==> config.mk <==
export PLATFORM = sky130hd
export DESIGN_NAME = da_addr_gen
export DESIGN_NICKNAME = d
export VERILOG_FILES = /design/src/rtl/da_addr_gen_pkg.sv /design/src/rtl/da_addr_gen_sreg.sv /design/src/rtl/da_addr_gen.sv
export SDC_FILE = /design/constraint.sdc
export NUM_CORES = 1
export LEC_CHECK = 0
export BUFFER_PORTS_ARGS = -buffer_cell sky130_fd_sc_hd__buf_2
export CAP_MARGIN = 10
export CORE_ASPECT_RATIO = 1.1
export CORE_UTILIZATION = 58
export CTS_CLUSTER_DIAMETER = 30
export CTS_CLUSTER_SIZE = 8
export DETAILED_ROUTE_END_ITERATION = 16
export PLACE_DENSITY = 0.89
export SLEW_MARGIN = 20
export SYNTH_ARGS = -nofsm -noshare
export SYNTH_HDL_FRONTEND = slang
export SYNTH_HIERARCHICAL = 1
export SYNTH_SLANG_ARGS = --single-unit
==> constraint.sdc <==
create_clock -name clk -period 5.2 [get_ports clk]
set_input_delay 0.52 -clock clk [delete_from_list [all_inputs] [get_ports clk]]
set_output_delay 0.52 -clock clk [all_outputs]
set_load 0.005 [all_outputs]
==> src/rtl/da_addr_gen_pkg.sv <==
// -----------------------------------------------------------------------------
// da_pkg
// Shared definitions for the distributed-arithmetic address generator:
//   - default sizing for activation width, vector length and bit-index width
//   - the generator state encoding
//   - slice_addr(): turns one bit-plane column (K bits) into the K-1 bit
//     relative-sign address used by the LUT stage. Bit j of the result pairs
//     with weight j+1.
// -----------------------------------------------------------------------------
package da_pkg;

  localparam int DATA_WIDTH_A_DEF = 16;
  localparam int K_DEF            = 9;
  localparam int T_W_DEF          = 8;

  typedef enum logic [0:0] {
    IDLE  = 1'b0,
    SHIFT = 1'b1
  } da_gen_state_t;

  // Relative-sign address for one bit-plane: a set bit means lane i agrees
  // with lane 0 at this bit position.
  function automatic logic [K_DEF-2:0] slice_addr(input logic [K_DEF-1:0] bits);
    logic [K_DEF-2:0] addr;
    addr = '0;
    for (int i = 1; i < K_DEF; i++) begin
      addr[i-1] = ~(bits[i] ^ bits[0]);
    end
    return addr;
  endfunction

endpackage

==> src/rtl/da_addr_gen_sreg.sv <==
// -----------------------------------------------------------------------------
// da_bitplane_sreg
// K-lane arithmetic right-shift register holding one activation vector.
// Ports:
//   clk      in   clock
//   rst      in   synchronous active-high reset, clears all lanes
//   i_load   in   capture i_data into every lane (has priority over shift)
//   i_shift  in   arithmetic-shift every lane right by one bit
//   i_data   in   K x W activation vector
//   o_lsb    out  current LSB column, bit k = LSB of lane k
// -----------------------------------------------------------------------------
module da_bitplane_sreg #(
  parameter int W = 16,
  parameter int K = 9
) (
  input  logic                  clk,
  input  logic                  rst,
  input  logic                  i_load,
  input  logic                  i_shift,
  input  logic [K-1:0][W-1:0]   i_data,
  output logic [K-1:0]          o_lsb
);

  logic [K-1:0][W-1:0] r_lanes;

  // Replicating the MSB on each shift sign-extends the lane, so after W-1
  // shifts the LSB column carries the true sign bit of every activation.
  always_ff @(posedge clk) begin
    if (rst) begin
      r_lanes <= '0;
    end else if (i_load) begin
      r_lanes <= i_data;
    end else if (i_shift) begin
      for (int k = 0; k < K; k++) begin
        r_lanes[k] <= {r_lanes[k][W-1], r_lanes[k][W-1:1]};
      end
    end
  end

  always_comb begin
    o_lsb = '0;
    for (int k = 0; k < K; k++) begin
      o_lsb[k] = r_lanes[k][0];
    end
  end

endmodule

==> src/rtl/da_addr_gen.sv <==
// -----------------------------------------------------------------------------
// da_addr_gen
// Bit-serial address generator for the DA LUT stage. Holds one vector of K
// signed activations and presents one bit-plane per cycle, LSB first.
// Ports:
//   clk           in   clock
//   rst           in   synchronous active-high reset
//   i_a_in        in   K x DATA_WIDTH_A activation vector
//   i_in_valid    in   i_a_in is valid
//   o_in_ready    out  a vector can be accepted this cycle
//   i_out_ready   in   consumer accepts the current slice
//   o_a0          out  bit t of activation 0
//   o_addr_array  out  bit i-1 = ~(x_i[t] ^ x_0[t])
//   o_t           out  bit index of current slice
//   o_gen_done    out  slice valid
//   o_last_slice  out  current slice is the sign (MSB) slice
//   o_busy        out  a vector is held
// -----------------------------------------------------------------------------
module da_addr_gen
  import da_pkg::*;
#(
  parameter int DATA_WIDTH_A = DATA_WIDTH_A_DEF,
  parameter int K            = K_DEF,
  parameter int T_W          = T_W_DEF
) (
  input  logic                            clk,
  input  logic                            rst,
  input  logic [K-1:0][DATA_WIDTH_A-1:0]  i_a_in,
  input  logic                            i_in_valid,
  output logic                            o_in_ready,
  input  logic                            i_out_ready,
  output logic                            o_a0,
  output logic [K-2:0]                    o_addr_array,
  output logic [T_W-1:0]                  o_t,
  output logic                            o_gen_done,
  output logic                            o_last_slice,
  output logic                            o_busy
);

  localparam logic [T_W-1:0] LAST_T = T_W'(DATA_WIDTH_A - 1);

  da_gen_state_t  r_state;
  da_gen_state_t  w_next_state;
  logic [T_W-1:0] r_t;
  logic [K-1:0]   w_lsb;
  logic           w_shift_mode;
  logic           w_last;
  logic           w_hs;
  logic           w_in_ready;
  logic           w_load;
  logic           w_shift;

  // A new vector can be taken while idle, or in the same cycle the sign
  // slice is accepted, which gives back-to-back vectors with no bubble.
  assign w_shift_mode = (r_state == SHIFT);
  assign w_last       = w_shift_mode && (r_t == LAST_T);
  assign w_hs         = w_shift_mode && i_out_ready;
  assign w_in_ready   = (r_state == IDLE) || (w_last && i_out_ready);
  assign w_load       = i_in_valid && w_in_ready;
  assign w_shift      = w_hs && !w_last;

  da_bitplane_sreg #(
    .W (DATA_WIDTH_A),
    .K (K)
  ) u_sreg (
    .clk     (clk),
    .rst     (rst),
    .i_load  (w_load),
    .i_shift (w_shift),
    .i_data  (i_a_in),
    .o_lsb   (w_lsb)
  );

  always_ff @(posedge clk) begin
    if (rst) begin
      r_state <= IDLE;
      r_t     <= '0;
    end else begin
      r_state <= w_next_state;
      if (w_load) begin
        r_t <= '0;
      end else if (w_hs) begin
        r_t <= w_last ? '0 : (r_t + T_W'(1));
      end
    end
  end

  // Slice outputs are forced to zero outside SHIFT so the consumer sees a
  // clean all-zero bus whenever gen_done is low.
  always_comb begin
    w_next_state = r_state;
    o_a0         = 1'b0;
    o_addr_array = '0;
    case (r_state)
      IDLE: begin
        if (w_load) w_next_state = SHIFT;
      end
      SHIFT: begin
        if (w_hs && w_last) w_next_state = w_load ? SHIFT : IDLE;
        o_a0 = w_lsb[0];
        for (int i = 1; i < K; i++) begin
          o_addr_array[i-1] = ~(w_lsb[i] ^ w_lsb[0]);
        end
      end
      default: w_next_state = IDLE;
    endcase
  end

  assign o_in_ready   = w_in_ready;
  assign o_gen_done   = w_shift_mode;
  assign o_last_slice = w_last;
  assign o_busy       = w_shift_mode;
  assign o_t          = r_t;

endmodule

==> impl_metrics.ini, run 1 <==
[status]
run_status = complete, no violations

[clock_tree]
numCtsBuffers = 17
cts_tree = yes
cts-resized-gates = 0
cts-root-buf = clkbuf_16
cts_setup_buffers = 0
cts_buffer_depth = 2
clock_sinks = 153
clock_latency_ns = 0.42
htreeDepth = 4
cts_hold_buffers = 0
clkTransAtPathRegs_ns = 0.06

[floorplan]
dieArea_um2 = 13000
fp.coreArea_um2 = 12100
die_h_um = 119
core.rowCount = 42
start_util = 0.599
die_x_um = 109
io_pins = 169

[finish]
layout.cells.non_filler = 1002
drive_gt1_frac = 0.254
n_antenna_cell = 0
layout.nets = 984
final_cell_area_um2 = 8600
area_growth_pct = 18.3

[min_path]
hold_depth = 3
hold_path.class = input port to flop
min_from = i_a_in[95]
hold_end = u_sreg/r_lanes[95]

[setup_path]
required_ns = 5.52
cpPeakStageDelay_ns = 0.80
path_cells = nand2_1, nor2_4, buf_6, mux2i_1, a211oi_1
cp_max_fo = 71
cp-start-kind = flop
rrSetupSlack_ns = 2.12
r2r-end = u_sreg/r_lanes[59]
cpMaxStageDelayCell = dfxtp_1
arrival_ns = 3.40
crit_type = flop to flop
r2r-start = o_busy
critPathCaptureType = flop
reg2regPathDepth = 5

[routing]
drt_first_pass_iters = 4
remaining_drc_errors = 0
wirelength_mm = 15.4
vias = 5577
viasPerCell = 5.57
avgRoutedWirePerCell_um = 15.4
ant_nets = 0
drtIter0Drc = 343

[run]
maxCapViolCount = 0

[logic_synthesis]
synth_cell_types = 33
yosysWarnings = 6
synthSimpleGateAreaFrac = 0.151
synth_cells = 717
yosys-mux-area-fraction = 0.198
synth_top_flop_cell = dfxtp_1
synth_fa_ha_area_frac = 0.00172
yosys.area.top_type_share = 0.422
avgSynthCellArea_um2 = 10.1
syn_nets = 866
synth_seq_cells = 153
synth_top_family_by_area = multiplexers
synth_edf_count = 0
synth_compound_area_frac = 0.157
async_flop_share = 0
syn_area_um2 = 7270
synthTopCellsByCount = dfxtp_1 (153), mux2i_1 (144), a211oi_1 (135), nor2b_1 (135), clkbuf_1 (37)
synth_top_area_cell = dfxtp_1
seq_area_frac_synth = 0.422
synth.area.top_cells = dfxtp_1 (42%), mux2i_1 (20%), a211oi_1 (14%)
synth-xor-area-share = 0.0108
synth.most_common_cell = dfxtp_1

[placed_design]
post-place-ws_ns = 1.99
dpl-instance-area_um2 = 7940
dp.final_hpwl_mm = 9.66
gp_congestion = 0.898
dp.cells = 970
io_buffers = 168

[sta]
rsz0062_at_grt = no
relSlewSlack = 0.444
finalCritPeriodShare = 0.592
max_freq_mhz = 325
setup_viol = 0
fin_crit_ns = 3.08
skew_ns = 0.00467
fin_setup_tns_ns = 0
finalMaxSlewViolations = 0
finalWorstSetupSlack_ns = 2.12
worst-slew-pin-transition_ns = 0.834
final_hold_viol_count = 0

[grt]
use_met3 = 0.0608
first_global_vias = 5314
antenna_found_initial = 0
grt_use_met2 = 0.390
grt_util_met1 = 0.312
grt_pass1_wl_mm = 24.8
grt_max_degree = 97
grt_overflow = 0
grt_util_all_layers = 0.245
grt-busiest-layer = met2

[pwr]
p_leak_nw = 3.31
power_density_nw_per_um2 = 352
ir_drop_mv = 0.189
[metrics by stage]
step                      total power, mW  utilization  hold WS, ns
after floorplan                      1.61            -        0.460
after CTS                            3.05        0.708        0.319
after global routing                 3.15        0.708        0.344
final                                3.03        0.708        0.334
after global placement               1.71        0.654        0.476
after detailed placement             1.72        0.654        0.489
[worst max-delay path: cells and delay by family (launching register included)]
kind | cells | cell delay, ns
flip-flops | 1 | 0.80
multiplexers | 1 | 0.17
buffers and inverters | 1 | 0.70
AND/OR/NAND/NOR | 2 | 0.91
AO/OA/AOI/OAI | 1 | 0.31
[sequential cells by signal (all words and copies together) (netlist names)]
register	flops
u_sreg/r_lanes	135
u_sreg/o_lsb	9
o_t	8
o_busy	1
[how the worst max path moves through the flow]
| stage | to | slack (ns) | start | cells past startpoint |
|---|---|---|---|---|
| detailed placement | u_sreg/r_lanes[76] | 1.99 | o_busy | 5 |
| finish | u_sreg/r_lanes[59] | 2.12 | o_busy | 5 |
| floorplan | u_sreg/r_lanes[111] | 3.01 | o_t[0] | 9 |
| global route | u_sreg/r_lanes[59] | 1.88 | o_busy | 5 |
| CTS | u_sreg/r_lanes[129] | 1.91 | o_busy | 5 |
| global placement | u_sreg/r_lanes[62] | 2.06 | o_busy | 5 |
[final cells by class]
class                           instances  area, µm²
Multi-Input combinational cell        484       3780
Fill cell                             918       3540
Sequential cell                       153       3060
Timing Repair Buffer                  174        892
Clock buffer                           25        515
Tap cell                              154        193
Clock inverter                          7        135
Inverter                                5       21.3
[cells in the final DEF (no fill, tap or decap), types with 3 or more instances in the layout]
master     count
clkbuf_8       6
buf_4          6
dfxtp_1      153
bufinv_16      4
nand3_1        4
xnor2_1        8
inv_1          4
nor2b_1      135
clkbuf_16     17
mux2i_1      144
a211oi_1     135
or3_2          3
a21oi_1        7
o21ai_0        3
clkinv_2       3
nand2_1        7
and2_1         9
buf_2        167
nor2_1        11
[power breakdown]
part,leakage (nW),total (mW),switching (mW),internal [mW]
registers,1.27,1.33,0.0579,1.27
clock network,0.323,1.33,0.455,0.878
logic,1.72,0.371,0.182,0.189
total,3.31,3.03,0.695,2.33
[per-layer routing]
metal,wire length (µm),up-vias,part of all wire
li1,-,2818,-
met1,7110,2592,0.46
met2,7320,139,0.48
met3,648,28,0.042
met4,326,0,0.021
met5,0,-,0
[kinds of logic after synthesis]
logic type               after synthesis
adder cells (fa/ha/maj)                1
AND/OR/NAND/NOR                      178
multiplexers                         144
flip-flops                           153
buffers and inverters                 80
XOR/XNOR                               9
AO/OA/AOI/OAI                        152
(Power assumes the default switching activity.)
==> run 2: changes to the inputs <==
--- a/config.mk
+++ b/config.mk
@@ -5,14 +5,15 @@
 export SDC_FILE = /design/constraint.sdc
 export NUM_CORES = 1
 export LEC_CHECK = 0
+export ABC_AREA = 1
 export BUFFER_PORTS_ARGS = -buffer_cell sky130_fd_sc_hd__buf_2
 export CAP_MARGIN = 10
 export CORE_ASPECT_RATIO = 1.1
-export CORE_UTILIZATION = 58
+export CORE_UTILIZATION = 55
 export CTS_CLUSTER_DIAMETER = 30
 export CTS_CLUSTER_SIZE = 8
 export DETAILED_ROUTE_END_ITERATION = 16
-export PLACE_DENSITY = 0.89
+export PLACE_DENSITY = 0.85
 export SLEW_MARGIN = 20
 export SYNTH_ARGS = -nofsm -noshare
 export SYNTH_HDL_FRONTEND = slang
==> constraint.sdc (replaced) <==
create_clock -name clk -period 2.9 [get_ports clk]
set_input_delay 0.29 -clock clk [delete_from_list [all_inputs] [get_ports clk]]
set_output_delay 0.29 -clock clk [all_outputs]
set_load 0.005 [all_outputs]
==> run 2 against run 1 <==
Net effect: via count up 41%; sequential power up 77%; cell count up 62%; non-clock buffer count up 5; register-to-register slack worse by 1.7 ns; largest power group unchanged; synthesized cell count up 83%; routed wire length up 18%; utilization down 4.7 points; highest routed layer unchanged; worst hold slack worse by 0.24 ns.
==> impl_metrics.ini, run 2 <==
[routing]
viasPerCell = 4.84
vias = 7840
drt_first_pass_iters = 5
drtIter0Drc = 688
remaining_drc_errors = 0
avgRoutedWirePerCell_um = 11.2
ant_nets = 0
wirelength_mm = 18.2

[finish]
layout.cells.non_filler = 1619
drive_gt1_frac = 0.149
final_cell_mix = nand2_1 (669), buf_2 (167), inv_1 (158), dfxtp_1 (153), a21oi_1 (116)
largest-register = u_sreg/r_lanes
n_antenna_cell = 0
final_util = 0.661
layout.nets = 1569
area_growth_pct = 16.8
final_common_cell = nand2_1
fillCellCount = 1291
largest_register_ffs = 135

[floorplan]
fp.coreArea_um2 = 13900
io_pins = 169
dieArea_um2 = 14700
core.rowCount = 45
die_x_um = 116
die_h_um = 127
start_util = 0.566

[grt]
grt_util_all_layers = 0.258
grt_pass1_wl_mm = 30.7
antenna_found_initial = 0
first_global_vias = 6964
grt_overflow = 0
grt_max_degree = 95

[clock_tree]
clock_latency_ns = 0.42
cts_hold_buffers = 0
numCtsBuffers = 17
cts_buffer_depth = 2
cts-root-buf = clkbuf_16
cts-resized-gates = 0
clkTransAtPathRegs_ns = 0.06
cts_tree = yes
cts_setup_buffers = 0
clock_sinks = 153
htreeDepth = 4

[logic_synthesis]
synth_seq_cells = 153
synth_cells = 1311
seq_area_frac_synth = 0.391
syn_nets = 1460
synthTopCellsByCount = nand2_1 (669), inv_1 (159), dfxtp_1 (153)
avgSynthCellArea_um2 = 5.98
yosys.area.top_type_share = 0.391
synth.most_common_cell = nand2_1
async_flop_share = 0
synth_top_flop_cell = dfxtp_1
synth_top_area_cell = dfxtp_1
synth_cell_types = 24
syn_area_um2 = 7840
yosysWarnings = 6
synth_edf_count = 0
synth.area.top_cells = dfxtp_1 (39%), nand2_1 (32%), inv_1 (7.6%)

[pwr]
power_density_nw_per_um2 = 564
p_sw_mw = 1.33
pwr-share-seq = 0.455
intPower_mw = 3.83
swShare = 0.257
ir_drop_mv = 0.393
p_leak_nw = 5.03
power_frac_comb = 0.144
power.share.clock = 0.401

[setup_path]
critPathCaptureType = flop
path_cells = ha_1, nand2_1, nor2_2, nand3_2, o21bai_4, nand2_4, inv_4, inv_4, buf_4, nand3_1, nand3_1, nand2_1, inv_1
arrival_ns = 2.76
crit_buf_inv = 4
critical-path-top-delay-family = simple AND/OR/NAND/NOR gates
cpMaxStageDelayCell = dfxtp_1
crit_type = flop to flop
cp_max_fo = 71
cp-start-kind = flop
cpPeakStageDelay_ns = 0.47
required_ns = 3.21

[sta]
finalMaxSlewViolations = 0
max_freq_mhz = 408
worst-slew-pin-transition_ns = 0.990
final_hold_viol_count = 0
fin_crit_ns = 2.45
rsz0062_at_grt = no
fin_setup_tns_ns = 0
finalCritPeriodShare = 0.845
relSlewSlack = 0.339
setup_viol = 0
skew_ns = 0.00745

[placed_design]
dp.final_hpwl_mm = 11.5
io_buffers = 168
gp_congestion = 0.817
dp.cells = 1589

[status]
run_status = complete, no violations

[min_path]
hold_path.class = input port to flop

[run]
maxCapViolCount = 0
==> run 2: cell count changes after synthesis, moves of 8 or more <==
cell      previous run  this run
nand2_1              7       669
inv_1                4       159
mux2i_1            144         0
a211oi_1           135         0
nor2b_1            135         0
a21oi_1              7       116
nand3_1              4        53
nor2_1              12        41
buf_2                6        29
and2_1              10         0
o21ai_1              0         9
buf_4               22        14
==> run 2: path summary, 6_finish.rpt <==
kind,slack (ns),depth (start not counted),startpoint,to
max,0.45,13,o_t[0],u_sreg/r_lanes[46]
min,0.09,3,i_a_in[143],u_sreg/r_lanes[143]
max reg2reg,0.45,13,o_t[0],u_sreg/r_lanes[46]
min reg2reg,0.46,2,u_sreg/r_lanes[45],u_sreg/r_lanes[45]
==> run 2: power by group through the flow <==
stage | clock [mW] | combinational [mW] | sequential, mW
4_1_cts | 2.10 | 0.745 | 2.35
2_1_floorplan | 0 | 0.537 | 2.37
3_5_place_dp | 0 | 0.740 | 2.39
3_3_place_gp | 0 | 0.726 | 2.38
5_1_grt | 2.20 | 0.853 | 2.37
6_report | 2.07 | 0.743 | 2.35
==> run 2: cell type report <==
type	count	area, µm²	area share
Inverter	162	613	0.0670
Multi-Input combinational cell	907	3740	0.409
Sequential cell	153	3060	0.335
Clock inverter	2	35.0	0.00383
Timing Repair Buffer	179	951	0.104
Clock buffer	28	517	0.0564
Tap cell	188	235	0.0257
==> run 2: metrics by stage <==
stage	power [mW]	setup WS, ns	hold slack, ns	cell area (µm²)
6_report	5.16	0.451	0.0949	9160
5_1_grt	5.42	0.232	0.113	9160
2_1_floorplan	2.91	0.785	0.359	7840
3_3_place_gp	3.11	0.577	0.452	8600
4_1_cts	5.19	0.483	0.0839	9160
3_5_place_dp	3.13	0.488	0.455	8600
==> run 2: cells by family after synthesis <==
group / share of synthesized area
xor gates and xnor gates: 0.0101
buffers and inverters: 0.133
and+or+nand+nor: 0.382
adders and majority gates: 0.00160
AOI/OAI and AO/OA: 0.0829
DFF: 0.391
==> run 2: tightest hold or removal path, stage by stage <==
cell,delay [ns]
buf_2,0.08
nor2_1,0.03
nor2_1,0.08
==> run 2: metal layers <==
metal / up-vias / GRT usage / wire length, µm
li1: 4110 / - / -
met1: 3459 / 0.335 / 8440
met2: 244 / 0.424 / 8400
met3: 27 / 0.0474 / 1010
met4: 0 / 0.102 / 327
met5: - / 0 / 0
==> run 3: changes to the inputs <==
--- a/config.mk
+++ b/config.mk
@@ -5,15 +5,15 @@
 export SDC_FILE = /design/constraint.sdc
 export NUM_CORES = 1
 export LEC_CHECK = 0
-export ABC_AREA = 1
+export ABC_AREA = 0
 export BUFFER_PORTS_ARGS = -buffer_cell sky130_fd_sc_hd__buf_2
 export CAP_MARGIN = 10
 export CORE_ASPECT_RATIO = 1.1
-export CORE_UTILIZATION = 55
+export CORE_UTILIZATION = 54
 export CTS_CLUSTER_DIAMETER = 30
 export CTS_CLUSTER_SIZE = 8
 export DETAILED_ROUTE_END_ITERATION = 16
-export PLACE_DENSITY = 0.85
+export PLACE_DENSITY = 0.84
 export SLEW_MARGIN = 20
 export SYNTH_ARGS = -nofsm -noshare
 export SYNTH_HDL_FRONTEND = slang
==> constraint.sdc (replaced) <==
create_clock -name clk -period 2.4 [get_ports clk]
set_input_delay 0.24 -clock clk [delete_from_list [all_inputs] [get_ports clk]]
set_output_delay 0.24 -clock clk [all_outputs]
set_load 0.005 [all_outputs]
==> run 3 against run 2 <==
Net effect: fmax increased by 8.8%; largest power group unchanged; clock-buffer cell count is 7 lower; largest cell class unchanged; clock skew up 0.0019 ns; design area is 5.2% lower; critical path type unchanged; utilization is 0.15 points lower; die area is 5.5% lower; setup slack worse by 0.30 ns; worst hold slack got worse by 0.033 ns; power grew 20%.
==> impl_metrics.ini, run 3 (same netlist as run 1, synthesis figures left out) <==
[pwr]
finalPower_mw = 6.20
p_leak_nw = 3.31
p_sw_mw = 1.55
power_frac_comb = 0.136
pwr-share-seq = 0.461
power_density_nw_per_um2 = 715
swShare = 0.250
power.share.clock = 0.402
ir_drop_mv = 0.500
intPower_mw = 4.66

[routing]
wirelength_mm = 15.9
viasPerCell = 5.52
drt_first_pass_iters = 4
vias = 5605
avgRoutedWirePerCell_um = 15.7
ant_nets = 0
drtIter0Drc = 425
remaining_drc_errors = 0

[setup_path]
cp-start-kind = flop
critical-path-top-delay-family = compound AO/OA/AOI/OAI gates
critPathCaptureType = flop
arrival_ns = 2.57
crit_buf_inv = 2
path_cells = ha_1, nand4b_2, o31ai_4, and2_4, inv_4, buf_12, a211oi_1
cpPeakStageDelay_ns = 0.40
required_ns = 2.72
cp_max_fo = 48
cpMaxStageDelayCell = dfxtp_1
crit_type = flop to flop

[status]
run_status = complete, no violations

[clock_tree]
clock_latency_ns = 0.42
cts_hold_buffers = 0
cts_tree = yes
htreeDepth = 4
cts_setup_buffers = 0
cts_buffer_depth = 2
cts-resized-gates = 0
clock_sinks = 153
cts-root-buf = clkbuf_16
numCtsBuffers = 17
clkTransAtPathRegs_ns = 0.06

[grt]
antenna_found_initial = 0
grt_overflow = 0
grt_pass1_wl_mm = 25.3
grt_util_all_layers = 0.229
grt_max_degree = 87
first_global_vias = 5257

[placed_design]
gp_congestion = 0.886
dp.cells = 983
io_buffers = 168
dp.final_hpwl_mm = 10.1

[finish]
layout.cells.non_filler = 1015
final_cell_mix = buf_2 (167), dfxtp_1 (153), mux2i_1 (144), nor2b_1 (135), a211oi_1 (135)
n_antenna_cell = 0
drive_gt1_frac = 0.259
largest_register_ffs = 135
fillCellCount = 1052
area_growth_pct = 19.4
largest-register = u_sreg/r_lanes
layout.nets = 990
final_common_cell = buf_2

[floorplan]
die_h_um = 124
dieArea_um2 = 13900
fp.coreArea_um2 = 13200
die_x_um = 113
core.rowCount = 44
io_pins = 169
start_util = 0.552

[sta]
worst-slew-pin-transition_ns = 0.745
finalCritPeriodShare = 0.938
relSlewSlack = 0.502
setup_viol = 0
rsz0062_at_grt = no
finalMaxSlewViolations = 0
max_freq_mhz = 444
final_hold_viol_count = 0
skew_ns = 0.00937
fin_setup_tns_ns = 0
whs_ns = 0.0617
fin_crit_ns = 2.25

[run]
maxCapViolCount = 0

[min_path]
hold_path.class = input port to flop
==> run 3: cell count changes in the layout (fill, tap and decap cells not counted), sizes merged, moves of 10 or more <==
cell	previous run	this run
nor2	43	12
inv	161	5
a211oi	0	135
nand2	671	7
nor2b	0	135
and2	0	10
mux2i	0	144
nand3	54	4
a21oi	116	7
==> run 3: path summary, 6_finish.rpt <==
path                            start  slack [ns]  depth (start not counted)             endpoint
hold / removal             i_a_in[79]        0.06                          3   u_sreg/r_lanes[79]
setup reg to reg               o_t[0]        0.15                          7   u_sreg/r_lanes[24]
hold reg to reg   u_sreg/r_lanes[143]        0.50                          2  u_sreg/r_lanes[143]
setup / recovery               o_t[0]        0.15                          7   u_sreg/r_lanes[24]
==> run 3: area by class of cell <==
type / instances / area (µm²) / area share
clock buffers: 21 / 460 / 0.0531
clock inverters: 11 / 98.8 / 0.0114
inverters: 5 / 21.3 / 0.00245
multi-input cells: 484 / 3790 / 0.436
flip-flops and latches: 153 / 3060 / 0.353
well taps: 161 / 201 / 0.0232
repair buffers: 180 / 1050 / 0.121
==> run 3: worst register-to-register path: stages, from the launching register on <==
cell and delay, ns:
dfxtp_1 0.40, ha_1 0.26, nand4b_2 0.25, o31ai_4 0.31, and2_4 0.24, inv_4 0.17, buf_12 0.27, a211oi_1 0.26
==> run 3: per-layer routing <==
| layer | vias up | global-route usage | part of all wire |
|---|---|---|---|
| met1 | 2617 | 0.290 | 0.46 |
| met3 | 20 | 0.0457 | 0.041 |
| met2 | 136 | 0.384 | 0.48 |
| met5 | - | 0 | 0 |
| li1 | 2832 | - | - |
| met4 | 0 | 0.0933 | 0.017 |
==> run 3: stage by stage <==
stage | cell area (µm²) | utilization | setup slack [ns]
after floorplan | 7270 | - | 0.208
after global placement | 8110 | 0.616 | 0.321
after detailed placement | 8110 | 0.616 | 0.154
after CTS | 8670 | 0.659 | 0.139
after global routing | 8680 | 0.659 | 0.00880
final | 8680 | 0.659 | 0.150
==> run 3: power groups by stage <==
stage | clock [mW] | combinational, mW | sequential, mW
after floorplan | 0 | 0.616 | 2.87
after global placement | 0 | 0.817 | 2.90
after detailed placement | 0 | 0.838 | 2.91
after CTS | 2.54 | 0.847 | 2.86
after global routing | 2.66 | 0.930 | 2.88
final | 2.50 | 0.845 | 2.86
